==> config.mk <==
export PLATFORM = sky130hd
export DESIGN_NAME = control_unit
export DESIGN_NICKNAME = d
export VERILOG_FILES = /design/src/rtl/cpu_pkg.sv /design/src/rtl/reg_decode4to16.sv /design/src/rtl/control_unit.sv
export SDC_FILE = /design/constraint.sdc
export NUM_CORES = 1
export LEC_CHECK = 0
export CORE_MARGIN = 10
export CORE_UTILIZATION = 25
export CTS_CLUSTER_SIZE = 14
export DETAILED_ROUTE_END_ITERATION = 12
export PLACE_DENSITY = 0.71
export SLEW_MARGIN = 10
export SYNTH_ARGS = -nofsm -noshare
export SYNTH_HDL_FRONTEND = slang
export SYNTH_SLANG_ARGS = --single-unit
==> constraint.sdc <==
create_clock -name i_clk -period 1.6 [get_ports i_clk]
set_input_delay 0.32 -clock i_clk [delete_from_list [all_inputs] [get_ports i_clk]]
set_output_delay 0.32 -clock i_clk [all_outputs]
set_load 0.02 [all_outputs]
==> src/rtl/cpu_pkg.sv <==
// Shared definitions for the hardwired control sequencer.
// Holds the state encoding, the opcode constants and the opcode-to-ALU-select map.
package cpu_pkg;

  typedef enum logic [3:0] {
    ST_RESET = 4'b0000,
    ST_T0    = 4'b0111,
    ST_T1    = 4'b1000,
    ST_T2    = 4'b1001,
    ST_T3    = 4'b1010,
    ST_T4    = 4'b1011,
    ST_T5    = 4'b1100,
    ST_HALT  = 4'b1101
  } state_t;

  localparam logic [4:0] OPC_ADD  = 5'b00011;
  localparam logic [4:0] OPC_SUB  = 5'b00100;
  localparam logic [4:0] OPC_AND  = 5'b00101;
  localparam logic [4:0] OPC_OR   = 5'b00110;
  localparam logic [4:0] OPC_SHR  = 5'b00111;
  localparam logic [4:0] OPC_SHRA = 5'b01000;
  localparam logic [4:0] OPC_SHL  = 5'b01001;
  localparam logic [4:0] OPC_ROR  = 5'b01010;
  localparam logic [4:0] OPC_ROL  = 5'b01011;
  localparam logic [4:0] OPC_HALT = 5'b11011;

  function automatic logic is_alu(input logic [4:0] opc);
    return opc inside {OPC_ADD, OPC_SUB, OPC_AND, OPC_OR, OPC_SHR,
                       OPC_SHRA, OPC_SHL, OPC_ROR, OPC_ROL};
  endfunction

  // The ALU's select codes run one ahead of the opcodes from SHRA upward.
  function automatic logic [4:0] alu_map(input logic [4:0] opc);
    case (opc)
      OPC_SHRA: alu_map = 5'b01001;
      OPC_SHL:  alu_map = 5'b01010;
      OPC_ROR:  alu_map = 5'b01011;
      OPC_ROL:  alu_map = 5'b01100;
      default:  alu_map = opc;
    endcase
  endfunction

endpackage

==> src/rtl/reg_decode4to16.sv <==
// 4-to-16 one-hot register-select decoder with enable.
// Produces all zeros when disabled.
module reg_decode4to16 (
  input  logic [3:0]  i_idx,
  input  logic        i_en,
  output logic [15:0] o_onehot
);

  always_comb begin
    // NOTE: assign a default before any conditional write so no latch is inferred.
    o_onehot = '0;
    if (i_en) o_onehot[i_idx] = 1'b1;
  end

endmodule

==> src/rtl/control_unit.sv <==
// Hardwired control sequencer: fetch (T0-T2) and register-register ALU execute (T3-T5).
// The state register is the only storage; every strobe is decoded from it and the IR fields.
module control_unit
  import cpu_pkg::*;
(
  input  logic        i_clk,
  input  logic        i_rst_n,
  input  logic [31:0] i_ir,
  input  logic        i_mem_ready,
  input  logic        i_stop,
  output logic [15:0] o_rin,
  output logic [15:0] o_rout,
  output logic        o_pc_out,
  output logic        o_pc_in,
  output logic        o_inc_pc,
  output logic        o_mar_in,
  output logic        o_mdr_in,
  output logic        o_mdr_out,
  output logic        o_ir_in,
  output logic        o_yin,
  output logic        o_zlow_in,
  output logic        o_zlow_out,
  output logic        o_read,
  output logic [4:0]  o_op,
  output logic        o_run
);

  state_t      r_state;
  state_t      w_next;
  logic [4:0]  w_opcode;
  logic [3:0]  w_ra;
  logic [3:0]  w_rb;
  logic [3:0]  w_rc;
  logic [3:0]  w_rout_idx;
  logic        w_rin_en;
  logic        w_rout_en;
  logic        w_unused_ir;

  assign w_opcode    = i_ir[31:27];
  assign w_ra        = i_ir[26:23];
  assign w_rb        = i_ir[22:19];
  assign w_rc        = i_ir[18:15];
  assign w_unused_ir = ^i_ir[14:0];

  always_ff @(posedge i_clk or negedge i_rst_n) begin
    // NOTE: sequential state uses non-blocking assignment so all flops update together.
    if (!i_rst_n) r_state <= ST_RESET;
    else          r_state <= w_next;
  end

  always_comb begin
    w_next     = r_state;
    w_rin_en   = 1'b0;
    w_rout_en  = 1'b0;
    w_rout_idx = w_rb;
    o_pc_out   = 1'b0;
    o_pc_in    = 1'b0;
    o_inc_pc   = 1'b0;
    o_mar_in   = 1'b0;
    o_mdr_in   = 1'b0;
    o_mdr_out  = 1'b0;
    o_ir_in    = 1'b0;
    o_yin      = 1'b0;
    o_zlow_in  = 1'b0;
    o_zlow_out = 1'b0;
    o_read     = 1'b0;
    o_op       = 5'b0;
    o_run      = 1'b0;

    case (r_state)
      ST_RESET: w_next = ST_T0;
      ST_T0: begin
        o_run = 1'b1;
        // A pending stop suppresses the fetch so the PC is left untouched.
        if (i_stop) begin
          w_next = ST_HALT;
        end else begin
          o_pc_out = 1'b1;
          o_mar_in = 1'b1;
          o_inc_pc = 1'b1;
          w_next   = ST_T1;
        end
      end
      ST_T1: begin
        o_run    = 1'b1;
        o_read   = 1'b1;
        o_mdr_in = 1'b1;
        if (i_mem_ready) begin
          o_pc_in = 1'b1;
          w_next  = ST_T2;
        end
      end
      ST_T2: begin
        o_run     = 1'b1;
        o_mdr_out = 1'b1;
        o_ir_in   = 1'b1;
        w_next    = ST_T3;
      end
      ST_T3: begin
        o_run = 1'b1;
        if (is_alu(w_opcode)) begin
          w_rout_en = 1'b1;
          o_yin     = 1'b1;
          w_next    = ST_T4;
        end else if (w_opcode == OPC_HALT) begin
          w_next = ST_HALT;
        end else begin
          w_next = ST_T0;
        end
      end
      ST_T4: begin
        o_run      = 1'b1;
        w_rout_en  = 1'b1;
        w_rout_idx = w_rc;
        o_zlow_in  = 1'b1;
        o_op       = alu_map(w_opcode);
        w_next     = ST_T5;
      end
      ST_T5: begin
        o_run      = 1'b1;
        o_zlow_out = 1'b1;
        w_rin_en   = 1'b1;
        w_next     = ST_T0;
      end
      ST_HALT: w_next = ST_HALT;
      default: w_next = ST_RESET;
    endcase
  end

  reg_decode4to16 u_rin_dec (
    .i_idx    (w_ra),
    .i_en     (w_rin_en),
    .o_onehot (o_rin)
  );

  reg_decode4to16 u_rout_dec (
    .i_idx    (w_rout_idx),
    .i_en     (w_rout_en),
    .o_onehot (o_rout)
  );

endmodule

==> reports/results.txt, run 1 <==
Min-Delay Path Class -> primary input to asynchronous set/reset pin
Critical Path Sink Type -> primary output
PortBufs -> 69
DRT iter0 DRCs -> 39
drt total wl -> 4847 µm
CP Class -> flop to primary output
Slew Viols, Final -> 0
vias after detailed routing -> 1,438
Tot Pwr -> 0.001788 W
max cap viols -> 0
Nets -> 277
CP most frequent cell -> buf_4
Die Wd -> 80.32 µm
Power Density -> 735.4 mW/mm²
clk sinks -> 4
total number of H-tree levels -> 1
GRT Residual Overflow -> 0
post-synth cell types -> 43
Root Buffer -> clkbuf_4
gr usage total -> 13.37%
drt wl/cell -> 17.01 µm
Synth Area per Inst -> 7.162 µm²
final setup violating endpoints -> 48
Critical R2R Capture -> r_state[1]
critical-path cell list -> and4bb_2 > nand4b_1 > buf_4 > a211oi_2 > buf_4
global-route wire length before repair -> 7065 µm
Yosys top cell by area -> a211oi_1
Synth async-reset ratio -> 100.0%
Syn Inst Count -> 127
Worst R2R Start -> r_state[0]
top post-synthesis cells by area -> a211oi_1, dfrtp_1, nor2_1
Final Util -> 71.17%
Seq/Total Area, Yosys -> 11.00%
FMAX -> 473.3 MHz
Worst EP arrival -> 1.79 ns
Antenna Cells -> 0
vias per cell -> 5.046
PnR worst setup slack -> -0.5126 ns
R2R cell count -> 7
top_reg_cell synth -> dfrtp_1
synth warn -> 0
Final period util -> 132.0%
DRT Pass-1 Iters -> 4
HPWL Detailed -> 3587 µm
Worst setup SP type -> flop
Max IR drop VDD -> 843.7 µV
Setup Skew -> 0.002975 ns
Detail Route Antenna Nets -> 0
Critical-path top delay cell -> dfrtp_2
clock buffer depth -> 2
core area -> 0.003416 mm²
Fin. Hold Viols -> 0
Min Hold Slack -> 0.2748 ns
CP max stage delay -> 0.44 ns
gp weighted congestion -> 0.7733
share of layout cells above drive strength 1 -> 71.13%
largest net degree at the start of global routing -> 13
antenna violations before repair -> 0
status -> complete, but fails checks
max reg flops -> 4
FF+latch count, synth -> 4
Leak -> 0.9952 nW
syn_nets -> 163
Req. time, crit path -> 1.28 ns
failing checks -> setup timing
Clk pin slew, worst setup/hold paths -> 0.04 ns
worst slew pin tran -> 0.4182 ns
Top Ports -> 85
Post-synth EDFFs -> 0
largest reg by FF count -> r_state
die area -> 0.006451 mm²
Synth top area share -> 13.20%
top flop regs -> r_state (4)
initial core utilization -> 26.63%
drc violations -> 0
RSZ-0062 raised after global routing -> true
cell with the most instances after synthesis -> nor2_1
vias in the first global route -> 1,469
Post-synth top cells -> nor2_1, a211oi_1, nand2_1
Slew HR -> 72.12%
Mapped Area -> 909.6 µm²
CTS tree -> done
Die Y -> 80.32 µm
CTS Buf Count -> 3
R2R Setup Slk -> 0.02 ns
Area Overhead vs Synth -> 167.3%
Crit Path Max Fanout -> 6
Skew-Pair Late Insertion Delay -> 0.24 ns
FP Rows -> 21
Period minus WS final -> 2.113 ns
where the power goes:
group | leakage (nW) | internal, W | switching (W)
Clock | 0.0138 | 0.0000841 | 0.0000436
Sequential | 0.0467 | 0.000155 | 0.0000708
Combinational | 0.935 | 0.000766 | 0.000668
cells by family after synthesis:
| logic type | count (synthesis) | synth area share [%] |
|---|---|---|
| simple gates | 69 | 44.15 |
| compound gates | 33 | 26.14 |
| buf+inv | 12 | 7.841 |
| mux | 7 | 8.940 |
| flops | 4 | 11.00 |
| xor+xnor | 2 | 1.926 |
through the flow:
stage	TNS, ns	cells	worst slack (ns)	cell area (µm²)
final	-15.02	285	-0.5126	2431
after global routing	-18.12	285	-0.5624	2431
after CTS	-13.75	281	-0.4632	2331
after detailed placement	-34.54	269	-1.071	2112
after global placement	-33.02	269	-0.9820	2112
after floorplan	-7.180	127	-0.2946	1152
metal layers:
metal | track usage, % | up-vias | part of all wire (%)
met5 | 0 | - | 0
met4 | 3.169 | 0 | 1.7
met3 | 2.004 | 8 | 5.5
met2 | 26.08 | 47 | 53
met1 | 14.49 | 684 | 40
li1 | - | 699 | -
worst max path at each step:
stage | startpoint | endpoint | slack (ns)
final | r_state[0] | o_rout[13] | -0.51
after CTS | r_state[2] | o_rout[2] | -0.46
after detailed placement | i_ir[29] | o_rout[1] | -1.07
after global routing | r_state[0] | o_rout[12] | -0.56
after global placement | i_ir[29] | o_rout[10] | -0.98
after floorplan | r_state[2] | o_rout[8] | -0.29
critical path: cells and delay by family, from the launching register on:
kind / cells / cell delay (ns)
buffers and inverters: 2 / 0.37
AO/OA/AOI/OAI: 1 / 0.22
AND/OR/NAND/NOR: 2 / 0.52
flip-flops: 1 / 0.44
layout by cell type (no fill, tap or decap), types with 3 or more instances in the layout:
| cell | instances |
|---|---|
| a211oi_2 | 14 |
| mux2_4 | 3 |
| nor3_4 | 6 |
| nor2_4 | 13 |
| clkbuf_4 | 3 |
| nor2_1 | 6 |
| clkdlybuf4s50_1 | 15 |
| mux2i_4 | 3 |
| nor2b_1 | 3 |
| nand3b_1 | 4 |
| buf_4 | 52 |
| nand2_1 | 10 |
| buf_6 | 43 |
| dfrtp_2 | 3 |
| a21oi_1 | 5 |
cell type report:
type / count / area [µm²]
Fill cell: 265 / 984.7
Clock buffer: 3 / 22.52
Sequential cell: 4 / 103.9
Multi-Input combinational cell: 111 / 1115
Tap cell: 46 / 57.56
Timing Repair Buffer: 118 / 1114
Inverter: 3 / 18.77
what timing repair did:
item / in CTS / in global routing
setup buffers: 9 / 5
cloned: 0 / 0
hold buffers: 0 / 0
pin swaps: 16 / 8
gates resized for setup: 315 / 19
endpoints found under the setup margin: 50 / 49
No activity file was read; power rests on OpenSTA's default activity.
==> run 2: changes to the inputs <==
Settings changed: PLACE_DENSITY 0.71 to 0.68.
Clock period 1.6 ns to 2.1 ns, I/O delays scaled along.
==> run 2 against run 1 <==
Net effect:
- the run still ends with setup timing left
- die area unchanged
- first-iteration DRC count down 18%
- via count fell by 4.7%
- critical path depth is 2 higher
- final area fell by 18%
- clock power decreased by 22%
- global-route usage shrank 1.3 points
- non-clock buffer count shrank 13
- routed wire length fell by 10%
- largest power group unchanged
==> reports/results.txt, run 2 (same netlist as run 1, synthesis figures left out) <==
core area -> 0.003416 mm²
FMAX -> 435.6 MHz
Critical Path Sink Type -> primary output
most frequent cells in the layout -> buf_4, nor2_1, a211oi_2, dlygate4sd2_1, clkdlybuf4s50_1
Fin. Hold Viols -> 0
Period minus WS final -> 2.296 ns
share of layout cells above drive strength 1 -> 55.75%
Clk pin slew, worst setup/hold paths -> 0.04 ns
largest reg by FF count -> r_state
clock buffer depth -> 2
antenna violations before repair -> 0
vias per cell -> 5.040
commonest non-fill, non-tap cell in the layout -> buf_4
FP Rows -> 21
Leak -> 0.9096 nW
failing checks -> setup timing
RSZ-0062 raised after global routing -> true
Nets -> 264
vias in the first global route -> 1,363
Fillers -> 331
CTS tree -> done
Max IR drop VDD -> 434.6 µV
Area Overhead vs Synth -> 120.1%
Die Y -> 80.32 µm
Min-Delay Path Class -> primary input to asynchronous set/reset pin
worst slew pin tran -> 0.3974 ns
Root Buffer -> clkbuf_4
total number of H-tree levels -> 1
PnR worst setup slack -> -0.1957 ns
gr usage total -> 12.10%
Skew-Pair Late Insertion Delay -> 0.24 ns
global-route wire length before repair -> 6568 µm
CTS Buf Count -> 3
Final Non-Filler Cells -> 272
drc violations -> 0
clk sinks -> 4
DRT iter0 DRCs -> 32
GRT Residual Overflow -> 0
Req. time, crit path -> 1.68 ns
Crit Path Max Fanout -> 5
placed insts -> 261
initial core utilization -> 26.63%
HPWL Detailed -> 3333 µm
top flop regs -> r_state (4)
Slew Viols, Final -> 0
Setup Slack @ Placement -> -0.7790 ns
Power Density -> 522.3 mW/mm²
die area -> 0.006451 mm²
vias after detailed routing -> 1,371
area of the multi-input gates -> 925.9 µm²
Sequential cell area -> 101.3 µm²
Worst EP arrival -> 1.88 ns
Detail Route Antenna Nets -> 0
Antenna Cells -> 0
Worst setup SP type -> flop
Final Util -> 58.61%
Top Ports -> 85
gp weighted congestion -> 0.7652
drt wl/cell -> 16.01 µm
Setup Skew -> 0.005430 ns
status -> complete, but fails checks
Slew HR -> 72.98%
CP Class -> flop to primary output
drt total wl -> 4356 µm
DRT Pass-1 Iters -> 4
Final period util -> 109.3%
PortBufs -> 69
max cap viols -> 0
final setup violating endpoints -> 20
max reg flops -> 4
Die Wd -> 80.32 µm
cts hold-fix bufs -> 0
largest net degree at the start of global routing -> 13
## run 2: through the flow
stage / TNS (ns) / hold slack [ns] / cell area, µm² / power [W]
after floorplan: -0.1187 / 0.1244 / 944.7 / 0.0005845
after global placement: -16.29 / 0.6344 / 1858 / 0.0008493
after detailed placement: -17.77 / 0.6424 / 1858 / 0.0008633
after CTS: -2.319 / 0.3895 / 1928 / 0.0009947
after global routing: -3.910 / 0.4065 / 2002 / 0.001122
final: -2.143 / 0.3926 / 2002 / 0.001046
## run 2: area by class of cell
cell class	instances	area share (%)
clock buffer	3	1.125
inverter	3	0.8125
multi-input combinational	111	46.25
sequential	4	5.062
tap	46	2.875
timing repair buffer	105	43.87
## run 2: power breakdown
part	switching [W]	internal, W
Sequential	0.0000498	0.000115
Combinational	0.000388	0.000393
Clock	0.0000356	0.0000642
## run 2: worst paths after layout
check                      depth (start not counted)          to  slack, ns  startpoint
max reg2reg                                        4  r_state[1]       0.64  r_state[1]
min                                                1  r_state[0]       0.39     i_rst_n
max                                                7  o_rout[10]      -0.20  r_state[2]
max in group asynchronous                          1  r_state[1]       1.51     i_rst_n
min reg2reg                                        1  r_state[2]       0.62  r_state[1]
min in group i_clk                                 1  r_state[2]       0.62  r_state[1]
## run 2: worst max-delay path: stages, from the launching register on
cell      delay, ns
dfrtp_1        0.39
buf_6          0.12
nand4b_4       0.21
clkinv_4       0.12
buf_12         0.11
nand3b_1       0.21
a211oi_2       0.30
buf_4          0.18
## run 2: timing repair
item                                    CTS  global route
pin swaps                                15            15
endpoints found under the setup margin   49            41
buffers inserted                          5             4
resized for setup                       208            53
## run 2: routing by layer
metal / global-route usage, % / vias to the layer above / wire, µm
li1: - / 676 / -
met1: 13.16 / 646 / 1741
met2: 22.71 / 47 / 2354
met3: 3.007 / 2 / 229
met4: 2.817 / 0 / 31
met5: 0 / - / 0
==> run 3: changes to the inputs <==
Settings changed: CORE_ASPECT_RATIO set to 1.25, CORE_MARGIN 10 to 2.
==> run 3 against run 2 <==
Net effect:
- largest power group unchanged
- critical path depth decreased by 1
- total power increased by 6.6%
- the run still ends with setup timing left
- core utilization increased by 0.98 points
==> reports/results.txt, run 3 (same netlist as run 1, synthesis figures left out) <==
PortBufs -> 69
Skew-Pair Late Insertion Delay -> 0.21 ns
vias in the first global route -> 1,435
logic gate share of total power -> 71.5%
CTS tree -> done
gp weighted congestion -> 0.8544
Design Area, Final -> 0.002076 mm²
P_sw -> 0.0004812 W
CP Class -> flop to primary output
PnR worst setup slack -> -0.08840 ns
global-route wire length before repair -> 6120 µm
cts hold-fix bufs -> 0
Fin. Hold Viols -> 0
Die Y -> 71.44 µm
Worst setup SP type -> flop
Slew HR -> 79.22%
share of layout cells above drive strength 1 -> 55.56%
Clock Power Share -> 14.3%
Leak -> 0.9645 nW
CTS Buf Count -> 3
switch share -> 43.19%
DRT Pass-1 Iters -> 4
CP max stage delay -> 0.40 ns
final setup violating endpoints -> 14
Critical-path top delay cell -> dfrtp_1
failing checks -> setup timing
Crit Path Max Fanout -> 8
R2R Setup Slk -> 0.68 ns
Period minus WS final -> 2.188 ns
drt total wl -> 3803 µm
die area -> 0.004140 mm²
clk sinks -> 4
critical-path cell list -> nand4b_4 > clkinv_4 > mux2_4 > buf_6 > a211oi_2 > buf_4
initial core utilization -> 26.11%
FP Rows -> 24
max cap viols -> 0
Nets -> 272
Internal -> 0.0006330 W
Req. time, crit path -> 1.68 ns
total number of H-tree levels -> 1
max reg flops -> 4
largest reg by FF count -> r_state
vias after detailed routing -> 1,424
FMAX -> 457.0 MHz
clock buffer depth -> 2
largest net degree at the start of global routing -> 13
Final period util -> 104.2%
Setup Slack @ Placement -> -0.7626 ns
Critical R2R Capture -> r_state[2]
CP Buf/Inv Count -> 3
Critical Path Sink Type -> primary output
core area -> 0.003483 mm²
Setup Skew -> 0.002580 ns
Antenna Cells -> 0
Max IR drop VDD -> 334.6 µV
top flop regs -> r_state (4)
HPWL Detailed -> 2891 µm
Power Density -> 536.8 mW/mm²
drt wl/cell -> 13.93 µm
Slew Viols, Final -> 0
Fillers -> 317
worst slew pin tran -> 0.3112 ns
Min Hold Slack -> 0.3995 ns
Final Non-Filler Cells -> 273
Area Overhead vs Synth -> 128.2%
cell family with most CP delay -> buffers and inverters
GRT Residual Overflow -> 0
Die Wd -> 57.95 µm
Top Ports -> 85
vias per cell -> 5.216
placed insts -> 258
Worst R2R Start -> r_state[3]
register share of total power -> 14.2%
drc violations -> 0
gr usage total -> 18.07%
Detail Route Antenna Nets -> 0
Clk pin slew, worst setup/hold paths -> 0.03 ns
RSZ-0062 raised after global routing -> true
DP Area -> 0.001867 mm²
Worst EP arrival -> 1.77 ns
Root Buffer -> clkbuf_8
commonest non-fill, non-tap cell in the layout -> buf_4
antenna violations before repair -> 0
DRT iter0 DRCs -> 31
R2R cell count -> 5
most frequent cells in the layout -> buf_4, nor2_1, a211oi_2, dlygate4sd2_1, clkdlybuf4s50_1
Min-Delay Path Class -> primary input to asynchronous set/reset pin
status -> complete, but fails checks
-- run 3: cell count changes in the layout (fill, tap and decap cells not counted), moves of 2 or more --
cell | before | now
mux2i_4 | 1 | 4
buf_2 | 2 | 6
clkbuf_8 | 0 | 3
dlymetal6s2s_1 | 1 | 3
clkbuf_4 | 3 | 0
buf_6 | 9 | 7
clkdlybuf4s15_1 | 0 | 4
mux2i_2 | 2 | 0
buf_4 | 55 | 57
-- run 3: per-stage QoR --
step | TNS (ns) | util (%) | total power (W)
3_5_place_dp | -18.40 | 53.59 | 0.0008934
4_1_cts | -1.051 | 56.82 | 0.001081
3_3_place_gp | -16.90 | 53.59 | 0.0008719
5_1_grt | -1.886 | 59.59 | 0.001191
2_1_floorplan | -0.1187 | - | 0.0005845
6_report | -0.6434 | 59.59 | 0.001114
-- run 3: power by group through the flow --
stage          Clock [W]  Sequential, W  Combinational [W]
3_5_place_dp           0       0.000160           0.000734
5_1_grt         0.000164       0.000162           0.000864
6_report        0.000160       0.000158           0.000797
2_1_floorplan          0       0.000146           0.000438
3_3_place_gp           0       0.000157           0.000715
4_1_cts         0.000164       0.000162           0.000755
-- run 3: worst max-delay path by stage --
stage	from	endpoint	cells after the start
3_5_place_dp	i_ir[29]	o_rout[12]	6
4_1_cts	r_state[2]	o_rout[4]	6
5_1_grt	r_state[2]	o_rout[9]	7
6_report	r_state[2]	o_rout[4]	6
3_3_place_gp	i_ir[29]	o_rout[13]	6
2_1_floorplan	r_state[2]	o_rout[8]	4
-- run 3: area by class of cell --
class / instances / area [µm²] / share of cell area, %
multi-input combinational: 111 / 948.4 / 45.69
timing repair buffer: 113 / 919.6 / 44.30
sequential: 4 / 101.3 / 4.882
tap: 39 / 48.80 / 2.351
clock buffer: 3 / 41.29 / 1.989
inverter: 3 / 16.27 / 0.7836
-- run 3: timing repair --
action | in CTS | in global routing
cloned | 0 | 0
setup endpoints to repair | 49 | 39
resized for setup | 184 | 59
buffers inserted | 8 | 5
pin swaps | 9 | 14
-- run 3: metal layers --
| metal | GRT usage [%] | part of all wire, % | up-vias |
|---|---|---|---|
| li1 | - | - | 689 |
| met1 | 19.18 | 36 | 666 |
| met2 | 35.10 | 54 | 65 |
| met3 | 3.430 | 8.9 | 4 |
| met4 | 5.168 | 1.1 | 0 |
| met5 | 0 | 0 | - |
